==> config.mk <==
export PLATFORM = sky130hd
export DESIGN_NAME = packet_serializer_flat
export DESIGN_NICKNAME = d
export VERILOG_FILES = /design/src/rtl/switch_pkg.sv /design/src/rtl/packet_serializer_if.sv /design/src/rtl/pkt_hold_reg.sv /design/src/rtl/packet_serializer.sv /design/src/flat_wrapper.sv
export SDC_FILE = /design/constraint.sdc
export NUM_CORES = 1
export LEC_CHECK = 0
export ABC_AREA = 1
export CAP_MARGIN = 20
export CORE_MARGIN = 5
export CORE_UTILIZATION = 35
export DETAILED_ROUTE_END_ITERATION = 6
export PLACE_DENSITY = 0.53
export SETUP_SLACK_MARGIN = 0.1
export SLEW_MARGIN = 20
export SYNTH_ARGS = -nofsm -noshare
export SYNTH_HDL_FRONTEND = slang
export SYNTH_HIERARCHICAL = 1
export SYNTH_SLANG_ARGS = --single-unit
==> constraint.sdc <==
create_clock -name fract_clk -period 2.1 [get_ports fract_clk]
set_clock_uncertainty 0.15 [all_clocks]
set_input_delay 0.315 -clock fract_clk [delete_from_list [all_inputs] [get_ports fract_clk]]
set_output_delay 0.315 -clock fract_clk [all_outputs]
set_load 0.02 [all_outputs]
==> src/rtl/switch_pkg.sv <==
// Shared types and constants for the pulse packet link.
package switch_pkg;
  localparam int unsigned PKT_W    = 4;
  localparam int unsigned DEST_MSB = 3;
  localparam int unsigned DEST_LSB = 2;
  localparam int unsigned GAP_W    = 4;
  localparam int unsigned BIT_W    = 2;

  typedef logic [PKT_W-1:0] pkt_t;

  typedef enum logic [1:0] {S_IDLE, S_START, S_GAP, S_BIT} tx_state_t;
endpackage

==> src/rtl/packet_serializer_if.sv <==
// Packet input handshake plus pulse-link outputs of the serializer.
interface packet_serializer_if #(
  parameter int unsigned CNT_W = 8
);
  import switch_pkg::*;

  logic             pkt_valid;
  pkt_t             pkt_data;
  logic             pkt_ready;
  logic             tx_start;
  logic             tx_0;
  logic             tx_1;
  logic             tx_busy;
  logic             tx_done;
  logic [CNT_W-1:0] tx_count;

  modport master (
    output pkt_valid, pkt_data,
    input  pkt_ready, tx_start, tx_0, tx_1, tx_busy, tx_done, tx_count
  );

  modport slave (
    input  pkt_valid, pkt_data,
    output pkt_ready, tx_start, tx_0, tx_1, tx_busy, tx_done, tx_count
  );
endinterface

==> src/rtl/pkt_hold_reg.sv <==
// One-entry holding register; ready in is simply "entry empty".
module pkt_hold_reg
  import switch_pkg::*;
(
  input  logic clk,
  input  logic rst_n,
  input  logic i_valid,
  input  pkt_t i_data,
  output logic o_ready,
  output logic o_valid,
  output pkt_t o_data,
  input  logic i_ready
);
  logic r_empty;
  pkt_t r_data;
  logic w_load;
  logic w_take;

  assign w_load = i_valid & r_empty;
  assign w_take = ~r_empty & i_ready;

  always_ff @(posedge clk or negedge rst_n) begin
    if (!rst_n) begin
      r_empty <= 1'b1;
      r_data  <= '0;
    end else begin
      if (w_load) begin
        r_data  <= i_data;
        r_empty <= 1'b0;
      end else if (w_take) begin
        r_empty <= 1'b1;
      end
    end
  end

  assign o_ready = r_empty;
  assign o_valid = ~r_empty;
  assign o_data  = r_data;
endmodule

==> src/rtl/packet_serializer.sv <==
// Serializes 4-bit packets into start / one-hot bit pulses, LSB first.
module packet_serializer
  import switch_pkg::*;
#(
  parameter int unsigned GAP   = 1,
  parameter int unsigned CNT_W = 8
) (
  input  logic                fract_clk,
  input  logic                rst_n,
  packet_serializer_if.slave  bus
);
  localparam logic [GAP_W-1:0] GAP_LAST = GAP_W'((GAP == 0) ? 0 : GAP - 1);
  localparam logic [BIT_W-1:0] BIT_LAST = BIT_W'(PKT_W - 1);

  tx_state_t        r_state, w_state_nx;
  pkt_t             r_sh, w_sh_nx;
  logic [GAP_W-1:0] r_gap_cnt, w_gap_cnt_nx;
  logic [BIT_W-1:0] r_bit_cnt, w_bit_cnt_nx;
  logic             r_ifg, w_ifg_nx;
  logic [CNT_W-1:0] r_count;
  logic             r_start, r_tx0, r_tx1, r_busy, r_done;
  logic             w_accept, w_hold_in_valid, w_hold_ready, w_hold_valid, w_hold_take;
  logic             w_last_bit;
  pkt_t             w_hold_data;

  assign w_accept        = bus.pkt_valid & w_hold_ready;
  assign w_hold_in_valid = bus.pkt_valid & (r_state != S_IDLE);
  assign w_last_bit      = (r_state == S_BIT) && (r_bit_cnt == BIT_LAST);

  pkt_hold_reg u_hold (
    .clk     (fract_clk),
    .rst_n   (rst_n),
    .i_valid (w_hold_in_valid),
    .i_data  (bus.pkt_data),
    .o_ready (w_hold_ready),
    .o_valid (w_hold_valid),
    .o_data  (w_hold_data),
    .i_ready (w_hold_take)
  );

  always_ff @(posedge fract_clk or negedge rst_n) begin
    if (!rst_n) r_state <= S_IDLE;
    else        r_state <= w_state_nx;
  end

  // A waiting packet launches straight from the end of the frame, so the
  // inter-frame spacing is exactly GAP idle cycles.
  always_comb begin
    w_state_nx   = r_state;
    w_sh_nx      = r_sh;
    w_gap_cnt_nx = r_gap_cnt;
    w_bit_cnt_nx = r_bit_cnt;
    w_ifg_nx     = r_ifg;
    w_hold_take  = 1'b0;
    unique case (r_state)
      S_IDLE: begin
        if (w_hold_valid) begin
          w_sh_nx     = w_hold_data;
          w_hold_take = 1'b1;
          w_state_nx  = S_START;
        end else if (w_accept) begin
          w_sh_nx    = bus.pkt_data;
          w_state_nx = S_START;
        end
      end
      S_START: begin
        w_bit_cnt_nx = '0;
        w_gap_cnt_nx = '0;
        w_ifg_nx     = 1'b0;
        w_state_nx   = (GAP > 0) ? S_GAP : S_BIT;
      end
      S_GAP: begin
        if (r_gap_cnt == GAP_LAST) begin
          if (!r_ifg) begin
            w_state_nx = S_BIT;
          end else if (w_hold_valid) begin
            w_sh_nx     = w_hold_data;
            w_hold_take = 1'b1;
            w_state_nx  = S_START;
          end else begin
            w_state_nx = S_IDLE;
          end
        end else begin
          w_gap_cnt_nx = r_gap_cnt + 1'b1;
        end
      end
      S_BIT: begin
        w_sh_nx      = r_sh >> 1;
        w_bit_cnt_nx = r_bit_cnt + 1'b1;
        w_gap_cnt_nx = '0;
        if (r_bit_cnt == BIT_LAST) begin
          w_ifg_nx = 1'b1;
          if (GAP > 0) begin
            w_state_nx = S_GAP;
          end else if (w_hold_valid) begin
            w_sh_nx     = w_hold_data;
            w_hold_take = 1'b1;
            w_state_nx  = S_START;
          end else begin
            w_state_nx = S_IDLE;
          end
        end else begin
          w_state_nx = (GAP > 0) ? S_GAP : S_BIT;
        end
      end
    endcase
  end

  // Datapath and registered pulse outputs decoded from the current state.
  always_ff @(posedge fract_clk or negedge rst_n) begin
    if (!rst_n) begin
      r_sh      <= '0;
      r_gap_cnt <= '0;
      r_bit_cnt <= '0;
      r_ifg     <= 1'b0;
      r_count   <= '0;
      r_start   <= 1'b0;
      r_tx0     <= 1'b0;
      r_tx1     <= 1'b0;
      r_busy    <= 1'b0;
      r_done    <= 1'b0;
    end else begin
      r_sh      <= w_sh_nx;
      r_gap_cnt <= w_gap_cnt_nx;
      r_bit_cnt <= w_bit_cnt_nx;
      r_ifg     <= w_ifg_nx;
      r_start   <= (r_state == S_START);
      r_tx0     <= (r_state == S_BIT) & ~r_sh[0];
      r_tx1     <= (r_state == S_BIT) &  r_sh[0];
      r_busy    <= (r_state == S_START) | (r_state == S_BIT) | ((r_state == S_GAP) & ~r_ifg);
      r_done    <= w_last_bit;
      if (w_last_bit) r_count <= r_count + 1'b1;
    end
  end

  assign bus.pkt_ready = w_hold_ready;
  assign bus.tx_start  = r_start;
  assign bus.tx_0      = r_tx0;
  assign bus.tx_1      = r_tx1;
  assign bus.tx_busy   = r_busy;
  assign bus.tx_done   = r_done;
  assign bus.tx_count  = r_count;
endmodule

==> src/flat_wrapper.sv <==
// flat-port wrapper written by rule: the top's interface ports become plain ports
module packet_serializer_flat import switch_pkg::*;
#(
  parameter int unsigned GAP   = 1,
  parameter int unsigned CNT_W = 8
)
  (fract_clk, rst_n, bus_pkt_valid, bus_pkt_data, bus_pkt_ready, bus_tx_start, bus_tx_0, bus_tx_1, bus_tx_busy, bus_tx_done, bus_tx_count);
  packet_serializer_if #(.CNT_W(CNT_W)) bus_i ();
  input  logic fract_clk;
  input  logic rst_n;
  input wire logic [$bits(bus_i.pkt_valid)-1:0] bus_pkt_valid;
  input wire logic [$bits(bus_i.pkt_data)-1:0] bus_pkt_data;
  output wire logic [$bits(bus_i.pkt_ready)-1:0] bus_pkt_ready;
  output wire logic [$bits(bus_i.tx_start)-1:0] bus_tx_start;
  output wire logic [$bits(bus_i.tx_0)-1:0] bus_tx_0;
  output wire logic [$bits(bus_i.tx_1)-1:0] bus_tx_1;
  output wire logic [$bits(bus_i.tx_busy)-1:0] bus_tx_busy;
  output wire logic [$bits(bus_i.tx_done)-1:0] bus_tx_done;
  output wire logic [$bits(bus_i.tx_count)-1:0] bus_tx_count;
  assign bus_i.pkt_valid = bus_pkt_valid;
  assign bus_i.pkt_data = bus_pkt_data;
  assign bus_pkt_ready = bus_i.pkt_ready;
  assign bus_tx_start = bus_i.tx_start;
  assign bus_tx_0 = bus_i.tx_0;
  assign bus_tx_1 = bus_i.tx_1;
  assign bus_tx_busy = bus_i.tx_busy;
  assign bus_tx_done = bus_i.tx_done;
  assign bus_tx_count = bus_i.tx_count;
  packet_serializer #(.GAP(GAP), .CNT_W(CNT_W)) u_core (.fract_clk(fract_clk), .rst_n(rst_n), .bus(bus_i));
endmodule
==> results.cfg, run 1 <==
[floorplan]
num_rows = 25
core_mm2 = 0.00475
die_area_mm2 = 0.00641
pin_count = 21
die_h_um = 80.1
die_w_um = 80.1
start_util_pct = 36.2

[timing]
rsz0062_at_grt = no
fin_crit_sh_pct = 85.2
hold_violations = 0
setup_viol = 0
max_freq_mhz = 559
tightest_slew_ns = 0.501
tns_ns = 0
relSlewSlack_pct = 66.6
slew_violations = 0
period_needed_ns = 1.79

[clocking]
ctsRootBufferMaster = clkbuf_8
cts_hold_buf = 0
clk_path_buf_depth = 2
insertion_delay_ns = 0.28
numCtsBuffers = 5
cts_tree = done
clock_sinks = 31
path_clk_slew_ns = 0.06
htreeDepth = 2

[power]
seq_power_share_pct = 35.5
leakagePower_nw = 1.15
p_int_mw = 1.49
p_per_area_mw_per_mm2 = 1250
p_switching_mw = 1.11
combPwrFrac_pct = 46.2
p_sw_share_pct = 42.5
total_power_mw = 2.60
clockPowerShare_pct = 18.3
peakVddDrop_mv = 0.816

[logic_synthesis]
synth-simple-area-share_pct = 33.9
ys_ff_latch = 31
synth_cells = 217
synth_compound_area_share_pct = 3.71
synth_mux_area_share_pct = 0
avgSynthCellArea_um2 = 7.92
async_flop_share_pct = 100
synth_top_family_by_area = simple AND/OR/NAND/NOR gates
synth_seq_area_share_pct = 45.2
synth_ff_type = dfrtp_1
ys_warn_count = 6
synth-xor-area-share_pct = 2.55
synth_area_mm2 = 0.00172
synth-adder-area-share_pct = 6.55
synth_enable_flop_cells = 0
syn_nets = 233
synth_cell_types = 26

[setup_path]
crit_fanout = 5
cp_data_required_time_ns = 1.63
cp.buffers_inverters = 1
cp_top_family = buffers and inverters
critPathCaptureType = primary output
critPathMaxStageDelay_ns = 0.63
arrival_ns = 1.33
path_class = reg2out
start_kind = flip-flop
r2r_slack_ns = 0.36
slowest_stage = clkdlybuf4s50_1
cp_cell_sequence = clkdlybuf4s50_1

[global_route]
grt_pass1_vias = 1315
grt_util_all_layers_pct = 12.0
grt_pass1_wl_um = 6040
grt_antenna_before_repair = 0
grt-ovfl-total = 0
grt_max_degree = 32

[drt]
drt-initial-drc-count = 77
dr.pass1.iters = 4
wl_per_cell_um = 10.9
vias_per_cell = 4.35
drc = 0
ant_nets = 0
vias = 1348
routed_wl_um = 3370

[run_status]
outcome = finished, final reports clean

[cells_and_area]
drive_gt1_share_pct = 11.1
diodes = 0
seq_area_um2 = 777
areaGrowthSynthToFinish_pct = 20.9
fillers = 491
fin_nets = 259
final_area_mm2 = 0.00208
multi_input_area_um2 = 803

[place]
post_dp_cell_area_mm2 = 0.00199
dp_hpwl_um = 2480
gp_congestion = 0.740
portBuffers = 20

[flow_run]
cap_violations = 0

[worst_hold_path]
hp-class = in2async
[per-layer routing]
layer	track usage [%]	up-vias	part of all wire, %
met3	3.92	4	4.5
li1	-	723	-
met1	16.0	598	51
met4	4.56	0	1.1
met5	0	-	0
met2	18.1	23	43
[per-stage QoR]
step	util (%)	cells	hold WS (ns)	setup slack, ns
detailed placement	41.9	303	0.315	0.357
global route	43.7	310	0.316	0.129
CTS	43.7	310	0.298	0.286
floorplan	-	217	-0.131	0.573
finish	43.7	310	0.282	0.310
global placement	41.9	303	0.315	0.408
[power by group through the flow]
stage          Combinational, mW  Sequential, mW  Clock (mW)
2_1_floorplan              0.847           0.970           0
6_report                    1.20           0.923       0.474
4_1_cts                     1.21           0.924       0.494
3_5_place_dp                1.22           0.934           0
3_3_place_gp                1.21           0.932           0
5_1_grt                     1.37           0.949       0.527
[cell usage in the layout, fill, tap and decap left out, drive strengths merged]
cell type / n
a22o: 1
dfrtp: 30
nor2: 13
xnor2: 1
buf: 1
clkdlybuf4s50: 19
inv: 32
nand3: 24
xor2: 4
dfstp: 1
o21ai: 6
ha: 9
clkinv: 1
nand2: 85
a21oi: 2
clkbuf: 6
nand4: 4
or2: 2
a21boi: 1
dlygate4sd2: 1
[synth_stat cells (3+ instances only)]
| cell | number | area, µm² |
|---|---|---|
| nand2_1 | 79 | 297 |
| dfrtp_1 | 30 | 751 |
| inv_1 | 30 | 113 |
| nand3_1 | 22 | 110 |
| ha_1 | 9 | 113 |
| nor2_1 | 9 | 33.8 |
| o21ai_1 | 5 | 25.0 |
| nand4_1 | 4 | 25.0 |
| xor2_1 | 4 | 35.0 |
| nand2_2 | 3 | 18.8 |
| nand2_4 | 3 | 33.8 |
| nor2_2 | 3 | 18.8 |
[flip-flops by register name, indices dropped and copies added (netlist names)]
name and flops:
u_core/r_ifg 1, u_core/bus.tx_done 1, u_core/bus.tx_busy 1, u_core/bus.tx_1 1, u_core/r_sh 4, u_core/r_bit_cnt 2, u_core/u_hold/o_ready 1, u_core/u_hold/o_data 4
u_core/r_gap_cnt 4, u_core/bus.tx_start 1, u_core/bus.tx_0 1, u_core/r_state 2, u_core/bus.tx_count 8
[final timing paths]
check / from / end / cells past startpoint
setup / recovery: u_core/bus.tx_count[2] / bus_tx_count[2] / 1
hold / removal: rst_n / u_core/r_sh[2] / 2
setup reg to reg: u_core/r_state[1] / u_core/bus.tx_count[7] / 7
hold reg to reg: u_core/r_sh[0] / u_core/bus.tx_0 / 1
max in group asynchronous: rst_n / u_core/u_hold/o_ready / 2
min in group fract_clk: u_core/r_sh[0] / u_core/bus.tx_0 / 1
[final cells by class]
cell class                 instances  share of cell area (%)
multi-input combinational        152                    38.7
sequential                        31                    37.4
timing repair buffer              21                    9.93
inverter                          32                    5.78
tap                               67                    4.03
clock buffer                       6                    3.97
clock inverter                     1                   0.241
[cells by family (layout without fill, tap and decap cells)]
logic type	after synthesis	after routing
AO/OA/AOI/OAI	10	10
flip-flops	31	31
adder cells (fa/ha/maj)	9	9
AND/OR/NAND/NOR	128	128
XOR/XNOR	5	5
buffers and inverters	34	60
[repair_timing]
item,in CTS,in global routing
resized for setup,1,0
endpoints found under the setup margin,1,0
buffers inserted,0,0
Power figures use the tool's default switching activity.
==> inputs of run 2 (changes only) <==
Settings changed: CORE_UTILIZATION 35 to 39, PLACE_DENSITY 0.53 to 0.58.
==> run 2 against run 1 <==
Net effect: sequential cell count stayed put; cell area rose by 0.54%; largest power group unchanged; routed wire length shrank 2.0%; total power is 4.9% higher; sequential share of layout area fell by 0.20 points; first-iteration DRC count rose by 6.5%; global-route usage rose by 0.16 points; clock-buffer cell count stayed put; via count grew 0.67%; hold slack worse by 0.0099 ns; utilization is 4.6 points higher; largest cell class unchanged; critical path type unchanged.
==> results.cfg, run 2 (synthesis results as in run 1) <==
[drt]
routed_wl_um = 3300
dr.pass1.iters = 4
drt-initial-drc-count = 82
wl_per_cell_um = 11.2
vias = 1357
drc = 0
vias_per_cell = 4.58
ant_nets = 0

[setup_path]
arrival_ns = 1.34
crit_fanout = 5
cp.buffers_inverters = 1
cp_data_required_time_ns = 1.63
cp_top_family = buffers and inverters
slowest_stage = clkdlybuf4s50_1
start_kind = flip-flop
critPathCaptureType = primary output
cp_cell_sequence = clkdlybuf4s50_1
path_class = reg2out
critPathMaxStageDelay_ns = 0.63

[cells_and_area]
fillers = 451
drive_gt1_share_pct = 11.5
final_cell_mix = nand2_1, inv_1, dfrtp_1
fin_nets = 259
diodes = 0
largest_register_ffs = 8
areaGrowthSynthToFinish_pct = 21.5
final_common_cell = nand2_1

[timing]
max_freq_mhz = 555
slew_violations = 0
setup_viol = 0
hold_violations = 0
fin_crit_sh_pct = 85.8
rsz0062_at_grt = no
period_needed_ns = 1.80
worst_slack_ns = 0.299
tns_ns = 0
tightest_slew_ns = 0.494
relSlewSlack_pct = 67.0

[place]
dp_hpwl_um = 2500
dp_slack_ns = 0.359
portBuffers = 20
gp_congestion = 0.845

[global_route]
grt_util_all_layers_pct = 12.2
grt-ovfl-total = 0
grt_antenna_before_repair = 0
grt_pass1_wl_um = 5820
grt_max_degree = 32
grt_pass1_vias = 1338

[floorplan]
start_util_pct = 39.8
pin_count = 21
die_area_mm2 = 0.00584
die_h_um = 76.4
core_mm2 = 0.00432
num_rows = 24
die_w_um = 76.4

[clocking]
clk_path_buf_depth = 2
clock_sinks = 31
cts_resized = 1
ctsRootBufferMaster = clkbuf_8
post-cts-setup-buffers = 0
path_clk_slew_ns = 0.07
htreeDepth = 2
cts_hold_buf = 0
insertion_delay_ns = 0.28
cts_tree = done
numCtsBuffers = 5

[flow_run]
cap_violations = 0

[worst_hold_path]
hp-class = in2async

[power]
p_per_area_mw_per_mm2 = 1300
leakagePower_nw = 1.16
peakVddDrop_mv = 0.606

[run_status]
outcome = finished, final reports clean
-- run 2: routing by layer --
metal	GRT usage [%]	vias up	wire length (µm)
met1	15.2	614	1640
met4	4.20	0	19
met3	4.14	2	142
met5	0	-	0
li1	-	720	-
met2	19.6	21	1500
-- run 2: final timing paths --
path,startpoint,slack [ns],end,cells past startpoint
max,u_core/bus.tx_count[2],0.30,bus_tx_count[2],1
min,rst_n,0.27,u_core/bus.tx_busy,2
min in group fract_clk,u_core/r_sh[3],0.33,u_core/r_sh[3],2
max reg2reg,u_core/r_state[1],0.35,u_core/r_sh[3],7
max in group asynchronous,rst_n,1.21,u_core/u_hold/o_ready,2
min reg2reg,u_core/r_sh[3],0.33,u_core/r_sh[3],2
-- run 2: cell type report --
type | instances | area (µm²) | share of cell area (%)
clock buffer | 6 | 82.6 | 3.95
clock inverter | 2 | 35.0 | 1.68
inverter | 32 | 120 | 5.75
multi-input combinational | 152 | 803 | 38.4
sequential | 31 | 777 | 37.2
tap | 52 | 65.1 | 3.11
timing repair buffer | 21 | 206 | 9.88
-- run 2: worst register-to-register path, stage by stage (launching register included) --
cell and delay, ns:
dfrtp_1 0.41, ha_1 0.49, inv_1 0.16, nand2_1 0.17, nand3_1 0.09, nand2_1 0.08
nand3_1 0.08, nand2_1 0.07
-- run 2: through the flow --
step | util (%) | hold WS [ns] | power, mW | instances | instance area [µm²]
after floorplan | - | -0.131 | 1.82 | 217 | 1720
after global placement | 45.6 | 0.318 | 2.14 | 288 | 1970
after detailed placement | 45.6 | 0.317 | 2.15 | 288 | 1970
after CTS | 48.3 | 0.284 | 2.76 | 296 | 2090
after global routing | 48.3 | 0.313 | 2.97 | 296 | 2090
final | 48.3 | 0.272 | 2.73 | 296 | 2090
-- run 2: power by group --
part	internal [mW]	switching (mW)	leakage, nW	total, mW
Sequential	0.780	0.142	0.405	0.922
Clock	0.384	0.222	0.0612	0.605
Combinational	0.457	0.742	0.698	1.20
==> inputs of run 3 (changes only) <==
Settings changed: CORE_UTILIZATION 39 to 45, PLACE_DENSITY 0.58 to 0.66, SETUP_SLACK_MARGIN 0.1 to 0.15, SLEW_MARGIN 20 to 40.
==> run 3 against run 2 <==
Net effect: sequential cell count did not move; largest cell class unchanged; critical path depth unchanged; routed wire length down 1.2%; combinational power barely moved; sequential power about the same; worst setup slack is essentially flat; cell area down 0.24%.
==> results.cfg, run 3 (synthesis results as in run 1) <==
[drt]
dr.pass1.iters = 5
drt-initial-drc-count = 74
drc = 0
vias_per_cell = 4.70
vias = 1372
routed_wl_um = 3260
ant_nets = 0
wl_per_cell_um = 11.2

[global_route]
grt_antenna_before_repair = 0
grt-ovfl-total = 0
grt_pass1_wl_um = 5500
grt_max_degree = 32
grt_util_all_layers_pct = 13.6
grt_pass1_vias = 1216

[power]
p_per_area_mw_per_mm2 = 1310
leakagePower_nw = 1.16
peakVddDrop_mv = 0.697

[floorplan]
die_area_mm2 = 0.00516
start_util_pct = 46.6
core_mm2 = 0.00369
num_rows = 22
die_h_um = 71.8
die_w_um = 71.8
pin_count = 21

[cells_and_area]
largest_register_ffs = 8
fillers = 350
stdcell_count = 292
final_common_cell = nand2_1
drive_gt1_share_pct = 11.5
diodes = 0
areaGrowthSynthToFinish_pct = 21.3
final_cell_mix = nand2_1, inv_1, dfrtp_1
fin_nets = 259

[clocking]
cts_resized = 1
clock_sinks = 31
post-cts-setup-buffers = 0
insertion_delay_ns = 0.27
htreeDepth = 2
cts_hold_buf = 0
path_clk_slew_ns = 0.07
clk_path_buf_depth = 2
cts_tree = done
ctsRootBufferMaster = clkbuf_8
numCtsBuffers = 5

[timing]
slew_violations = 0
fin_crit_sh_pct = 85.8
tightest_slew_ns = 0.508
rsz0062_at_grt = no
period_needed_ns = 1.80
tns_ns = 0
max_freq_mhz = 555
hold_violations = 0
relSlewSlack_pct = 66.1
setup_viol = 0

[setup_path]
r2r_end = u_core/r_sh[3]
crit_end = bus_tx_count[0]
reg2reg_depth = 7
cp_cell_sequence = clkdlybuf4s50_1
arrival_ns = 1.34
cp-startpoint = u_core/bus.tx_count[0]
path_class = reg2out
cp_top_family = buffers and inverters
critPathCaptureType = primary output
slowest_stage = clkdlybuf4s50_1
start_kind = flip-flop
cp.buffers_inverters = 1
cp.depth = 1
crit_fanout = 4
cp_data_required_time_ns = 1.63
r2r-start = u_core/r_state[1]
r2r_slack_ns = 0.35
critPathMaxStageDelay_ns = 0.63

[place]
gp_congestion = 0.804
dp_hpwl_um = 2480
portBuffers = 20
place_inst = 284

[flow_run]
cap_violations = 0

[worst_hold_path]
hp-class = in2async

[run_status]
outcome = finished, final reports clean
==> run 3: cell counts in the layout (fill, tap and decap cells not counted) <==
Identical to the previous run, type by type.
==> run 3: how the worst min path moves through the flow <==
stage	start	to	slack (ns)	cells after the start
2_1_floorplan	rst_n	u_core/bus.tx_0	-0.13	0
3_5_place_dp	u_core/r_sh[3]	u_core/r_sh[3]	0.32	2
3_3_place_gp	u_core/r_sh[3]	u_core/r_sh[3]	0.31	2
5_1_grt	rst_n	u_core/u_hold/o_data[3]	0.32	2
6_report	rst_n	u_core/u_hold/o_data[3]	0.28	2
4_1_cts	rst_n	u_core/u_hold/o_data[3]	0.29	2
==> run 3: cell type report <==
class	count	area [µm²]	share of cell area (%)
inverter	32	120	5.76
tap	48	60.1	2.88
multi-input combinational	152	803	38.5
timing repair buffer	21	206	9.90
clock inverter	2	35.0	1.68
clock buffer	6	82.6	3.96
sequential	31	777	37.3
==> run 3: metrics by stage <==
| stage | hold WS (ns) | util, % | power, mW | worst slack [ns] | instance area (µm²) |
|---|---|---|---|---|---|
| floorplan | -0.131 | - | 1.82 | 0.573 | 1720 |
| global placement | 0.312 | 53.4 | 2.13 | 0.418 | 1970 |
| detailed placement | 0.316 | 53.4 | 2.15 | 0.375 | 1970 |
| CTS | 0.292 | 56.5 | 2.75 | 0.283 | 2080 |
| global route | 0.322 | 56.5 | 2.95 | 0.181 | 2080 |
| finish | 0.279 | 56.5 | 2.73 | 0.299 | 2080 |
==> run 3: per-layer routing <==
metal | global-route usage, % | vias to the layer above | part of all wire, %
met1 | 19.1 | 624 | 51
met4 | 5.01 | 0 | 0.40
met3 | 3.37 | 2 | 3.6
met2 | 20.1 | 22 | 45
li1 | - | 724 | -
met5 | 0 | - | 0
==> run 3: power breakdown <==
group | switching (mW) | total (mW) | internal [mW]
combinational | 0.751 | 1.21 | 0.460
clock | 0.212 | 0.596 | 0.383
sequential | 0.140 | 0.919 | 0.779
